==> src/rtl/prog_loader.sv <==
// Boot-time program loader: streams bytes into CPU memory and holds the CPU in reset until the image is in.
// Optional checksum verification of the final byte is enabled by defining PROG_LOADER_CHKSUM_EN.
`timescale 1ns/1ps

module prog_loader #(
    parameter int unsigned ADDR_W    = 13,
    parameter int unsigned LOAD_BASE = 0,
    parameter int unsigned MAX_BYTES = 8192
) (
    input  logic              sys_clk,
    input  logic              rst_n,
    input  logic              start,
    input  logic              in_valid,
    input  logic [7:0]        in_data,
    input  logic              in_last,
    output logic              in_ready,
    output logic [ADDR_W-1:0] mem_addr,
    output logic [7:0]        mem_data,
    output logic              mem_wr,
    output logic              cpu_rst_n,
    output logic              busy,
    output logic              done,
    output logic              err_overflow,
    output logic              err_chksum,
    output logic [ADDR_W:0]   byte_cnt
);

    localparam int unsigned CNT_W = ADDR_W + 1;

    typedef enum logic [2:0] {
        S_IDLE,
        S_LOAD,
        S_WRITE,
        S_DONE,
        S_ERROR
    } state_t;

    state_t             state_q,     state_d;
    logic [CNT_W-1:0]   byte_cnt_q,  byte_cnt_d;
    logic [ADDR_W-1:0]  mem_addr_q,  mem_addr_d;
    logic [7:0]         mem_data_q,  mem_data_d;
    logic               last_q,      last_d;
    logic               mem_wr_q,    mem_wr_d;
    logic               in_ready_q,  in_ready_d;
    logic               busy_q,      busy_d;
    logic               done_q,      done_d;
    logic               cpu_rst_n_q, cpu_rst_n_d;
    logic               err_ovf_q,   err_ovf_d;
    logic               xfer_c;
`ifdef PROG_LOADER_CHKSUM_EN
    logic [7:0]         acc_q,       acc_d;
    logic               err_chk_q,   err_chk_d;
    logic [7:0]         sum_c;
`endif

    assign xfer_c = in_valid & in_ready_q;
`ifdef PROG_LOADER_CHKSUM_EN
    assign sum_c  = acc_q + in_data;
`endif

    // Next-state and next-output logic
    always_comb begin
        state_d     = state_q;
        byte_cnt_d  = byte_cnt_q;
        mem_addr_d  = mem_addr_q;
        mem_data_d  = mem_data_q;
        last_d      = last_q;
        mem_wr_d    = 1'b0;
        in_ready_d  = in_ready_q;
        busy_d      = busy_q;
        done_d      = done_q;
        cpu_rst_n_d = cpu_rst_n_q;
        err_ovf_d   = err_ovf_q;
`ifdef PROG_LOADER_CHKSUM_EN
        acc_d       = acc_q;
        err_chk_d   = err_chk_q;
`endif

        case (state_q)
            S_IDLE, S_DONE, S_ERROR: begin
                if (start) begin
                    state_d     = S_LOAD;
                    byte_cnt_d  = '0;
                    err_ovf_d   = 1'b0;
                    in_ready_d  = 1'b1;
                    busy_d      = 1'b1;
                    done_d      = 1'b0;
                    cpu_rst_n_d = 1'b0;
`ifdef PROG_LOADER_CHKSUM_EN
                    acc_d       = '0;
                    err_chk_d   = 1'b0;
`endif
                end
            end

            S_LOAD: begin
                if (xfer_c) begin
                    in_ready_d = 1'b0;
                    last_d     = in_last;
`ifdef PROG_LOADER_CHKSUM_EN
                    // The final byte is a checksum: verify it, never write it
                    if (in_last) begin
                        busy_d = 1'b0;
                        if (sum_c == 8'h00) begin
                            state_d     = S_DONE;
                            done_d      = 1'b1;
                            cpu_rst_n_d = 1'b1;
                        end else begin
                            state_d   = S_ERROR;
                            err_chk_d = 1'b1;
                        end
                    end else
`endif
                    if ((byte_cnt_q == CNT_W'(MAX_BYTES)) && !in_last) begin
                        state_d   = S_ERROR;
                        busy_d    = 1'b0;
                        err_ovf_d = 1'b1;
                    end else begin
                        state_d    = S_WRITE;
                        mem_wr_d   = 1'b1;
                        mem_data_d = in_data;
                        mem_addr_d = ADDR_W'(LOAD_BASE) + ADDR_W'(byte_cnt_q);
`ifdef PROG_LOADER_CHKSUM_EN
                        acc_d      = sum_c;
`endif
                    end
                end
            end

            S_WRITE: begin
                byte_cnt_d = byte_cnt_q + CNT_W'(1);
                if (last_q) begin
                    state_d     = S_DONE;
                    busy_d      = 1'b0;
                    done_d      = 1'b1;
                    cpu_rst_n_d = 1'b1;
                end else begin
                    state_d    = S_LOAD;
                    in_ready_d = 1'b1;
                end
            end

            default: begin
                state_d = S_IDLE;
            end
        endcase
    end

    // State and output registers
    always_ff @(posedge sys_clk or negedge rst_n) begin
        if (!rst_n) begin
            state_q     <= S_IDLE;
            byte_cnt_q  <= '0;
            mem_addr_q  <= ADDR_W'(LOAD_BASE);
            mem_data_q  <= '0;
            last_q      <= 1'b0;
            mem_wr_q    <= 1'b0;
            in_ready_q  <= 1'b0;
            busy_q      <= 1'b0;
            done_q      <= 1'b0;
            cpu_rst_n_q <= 1'b0;
            err_ovf_q   <= 1'b0;
`ifdef PROG_LOADER_CHKSUM_EN
            acc_q       <= '0;
            err_chk_q   <= 1'b0;
`endif
        end else begin
            state_q     <= state_d;
            byte_cnt_q  <= byte_cnt_d;
            mem_addr_q  <= mem_addr_d;
            mem_data_q  <= mem_data_d;
            last_q      <= last_d;
            mem_wr_q    <= mem_wr_d;
            in_ready_q  <= in_ready_d;
            busy_q      <= busy_d;
            done_q      <= done_d;
            cpu_rst_n_q <= cpu_rst_n_d;
            err_ovf_q   <= err_ovf_d;
`ifdef PROG_LOADER_CHKSUM_EN
            acc_q       <= acc_d;
            err_chk_q   <= err_chk_d;
`endif
        end
    end

    assign in_ready     = in_ready_q;
    assign mem_addr     = mem_addr_q;
    assign mem_data     = mem_data_q;
    assign mem_wr       = mem_wr_q;
    assign cpu_rst_n    = cpu_rst_n_q;
    assign busy         = busy_q;
    assign done         = done_q;
    assign err_overflow = err_ovf_q;
    assign byte_cnt     = byte_cnt_q;
`ifdef PROG_LOADER_CHKSUM_EN
    assign err_chksum   = err_chk_q;
`else
    assign err_chksum   = 1'b0;
`endif

endmodule

==> config.mk <==
export PLATFORM = sky130hd
export DESIGN_NAME = prog_loader
export DESIGN_NICKNAME = d
export VERILOG_FILES = /design/src/rtl/prog_loader.sv
export SDC_FILE = /design/constraint.sdc
export NUM_CORES = 1
export LEC_CHECK = 0
export CORE_ASPECT_RATIO = 1.25
export CORE_MARGIN = 5
export CORE_UTILIZATION = 49
export DETAILED_ROUTE_END_ITERATION = 10
export PLACE_DENSITY = 0.79
export REMOVE_ABC_BUFFERS = 1
export SYNTH_ARGS = -nofsm -noshare
export SYNTH_HDL_FRONTEND = slang
export SYNTH_SLANG_ARGS = --single-unit
==> constraint.sdc <==
create_clock -name sys_clk -period 2.18 [get_ports sys_clk]
set_clock_uncertainty 0.15 [all_clocks]
set_input_delay 0.654 -clock sys_clk [delete_from_list [all_inputs] [get_ports sys_clk]]
set_output_delay 0.654 -clock sys_clk [all_outputs]
set_load 0.02 [all_outputs]
==> out/metrics.yaml <==
cap_violations: 0
status: "finished, final reports clean"
ys_warn_count: 0
place_congestion: 0.8287
post-dp-hpwl_um: 3524
r2r_cells: 7
period_share_pct: 97.56
finalCriticalPeriod_ps: 2127
rsz0062_at_grt: "no"
areaGrowthSynthToFinish_pct: 34.54
p_leak_nw: 1.437
wirelength_um: 4786
cp_cell_sequence: "clkdlybuf4s50_1"
synthCells: 182
cts_root_buffer: "clkbuf_8"
worstReg2RegEnd: "mem_addr[11]"
grt_pass1_vias: 1654
synth_area_sq_um: 2181
fp-row-count: 27
ys.flop_type: "dfrtp_1"
synth-seq-area-share_pct: 50.49
avgSynthCellArea_sq_um: 11.98
worst_slew_pin_slew_ps: 558.4
dp_cells: 298
diodes: 0
post_cts_buffers: 0
ios: 55
finalPower_mw: 3.045
final_nets: 262
die_h_um: 84.59
setup_viol: 0
tns_ps: 0
cts_made_buffers: 5
slowest_delay_ps: 630
ys_types: 49
floorplan.initialDensity_pct: 50.04
clock.fmax_mhz: 470.2
worstPathMaxFanout: 4
grt_max_degree: 45
synth.area.top_cells: "dfrtp_1 50%, mux2_4 12%, o21ai_0 2.8%"
synth_edf_count: 0
hp-class: "input pin to asynchronous set/reset pin"
drive_gt1_share_pct: 23.39
htree_levels: 2
synth_common_cells: "44 x dfrtp_1, 18 x mux2_4, 16 x nand2_1, 12 x o21ai_0, 8 x inv_1"
crit_slowest_cell: "clkdlybuf4s50_1"
holdWs_ps: 276.8
hold_viol: 0
routedWlPerCell_um: 15.64
grt_pass1_wl_um: 8135
dieArea_sq_um: 5893
nFillCells: 322
portBuffers: 53
coreArea_sq_um: 4358
worstReg2RegStart: "byte_cnt[0]"
cp.arrival_ps: 1320
power_density_nw_per_um2: 1038
clock_tree.buffer_depth: 2
grt_usage_pct: 17.21
antenna_found_initial: 0
dr.pass1.iters: 4
grt.overflow.total: 0
crit_family: "buffers and inverters"
vias: 1638
cts.clk_slew.worst_paths_ps: 80
cp_num_buf_inv: 1
ys_ff_latch: 44
cts_tree: "built"
fin_util_pct: 67.33
postRouteAntennaNets: 0
drt_iter0_markers: 120
crit_required_ps: 1380
ir_worst_vdd_mv: 0.5354
drv_slew: 0
rrSetupSlack_ps: 210
start_kind: "register"
synthArstFlopShare_pct: 100.0
drc_errors: 0
maxSlewHeadroom_pct: 62.77
die-width_um: 69.67
yosysMostFrequentCell: "dfrtp_1"
end_kind: "output pin"
synth_top_area_share_pct: 50.49
cts.sink_count: 44
crit_type: "register to output pin"
stdcell_count: 306
insertion_delay_ps: 290
vias_per_cell: 5.353
yosysTopAreaCell: "dfrtp_1"
[registers in the layout (all words and copies together), names as in the netlist, 3 cells and up]
name      flops
mem_data      8
mem_addr     13
byte_cnt     14
state_q       3
[where the power goes]
group	internal (mW)	total [mW]	switching (mW)	leakage, nW
logic	0.703	1.31	0.610	0.802
clock network	0.340	0.608	0.268	0.0552
registers	0.981	1.12	0.143	0.580
[metrics by stage]
stage | cell area [sq um] | worst slack (ps)
final | 2934 | 53.20
after global routing | 2934 | 8.621
after CTS | 2929 | 2.126
after detailed placement | 2833 | -204.2
after global placement | 2833 | -184.2
after floorplan | 2097 | 38.17
[worst max-delay path by stage]
stage | end | startpoint | slack (ps) | depth (start not counted)
2_1_floorplan | mem_addr[0] | byte_cnt[0] | 40 | 6
3_3_place_gp | busy | in_last | -180 | 6
3_5_place_dp | mem_addr[11] | in_last | -200 | 6
4_1_cts | byte_cnt[4] | byte_cnt[4] | 2 | 1
5_1_grt | byte_cnt[13] | byte_cnt[13] | 9 | 1
6_report | byte_cnt[13] | byte_cnt[13] | 50 | 1
[metal layers]
metal	global-route usage, %	wire length [um]	vias up
li1	-	-	778
met1	21.40	2084	797
met2	28.91	2369	53
met3	4.192	243	10
met4	6.620	89	0
met5	0	0	-
[kinds of logic after synthesis]
logic type / count (synthesis) / synth area share, %
AO/OA/AOI/OAI: 36 / 10.16
XOR/XNOR: 1 / 0.4017
adder cells (fa/ha/maj): 2 / 1.147
buffers and inverters: 18 / 5.220
flip-flops: 44 / 50.49
multiplexers: 26 / 16.35
other: 1 / 0.1720
AND/OR/NAND/NOR: 54 / 16.06
[layout by cell type, fill, tap and decap left out, drive strengths merged, types with 2 or more instances in the layout]
master and instances:
nand4 6, nor2 4, inv 8, clkdlybuf4s50 41, nor3b 2, dfrtp 44, nand2 17, a21oi 5
ha 2, dlygate4sd2 9, a21o 2, mux2 23, nor4 2, and2 2, o21ai 17, clkbuf 6
dlymetal6s2s 2, and3 4, buf 16, nor2b 3, nand3 4, nor3 2, a31oi 4, mux2i 3
[layout make-up]
| class | instances | area [sq um] | area share [%] |
|---|---|---|---|
| well taps | 58 | 72.57 | 2.473 |
| clock buffers | 6 | 72.57 | 2.473 |
| inverters | 8 | 30.03 | 1.023 |
| clock inverters | 2 | 35.03 | 1.194 |
| multi-input cells | 120 | 965.9 | 32.92 |
| flip-flops and latches | 44 | 1101 | 37.53 |
| repair buffers | 68 | 656.9 | 22.39 |
[what timing repair did]
item	CTS	global route
setup endpoints to repair	9	2
gates cloned	0	0
resized for setup	9	2
hold buffers	0	0
Note: power is estimated with default switching activity, not from simulation.
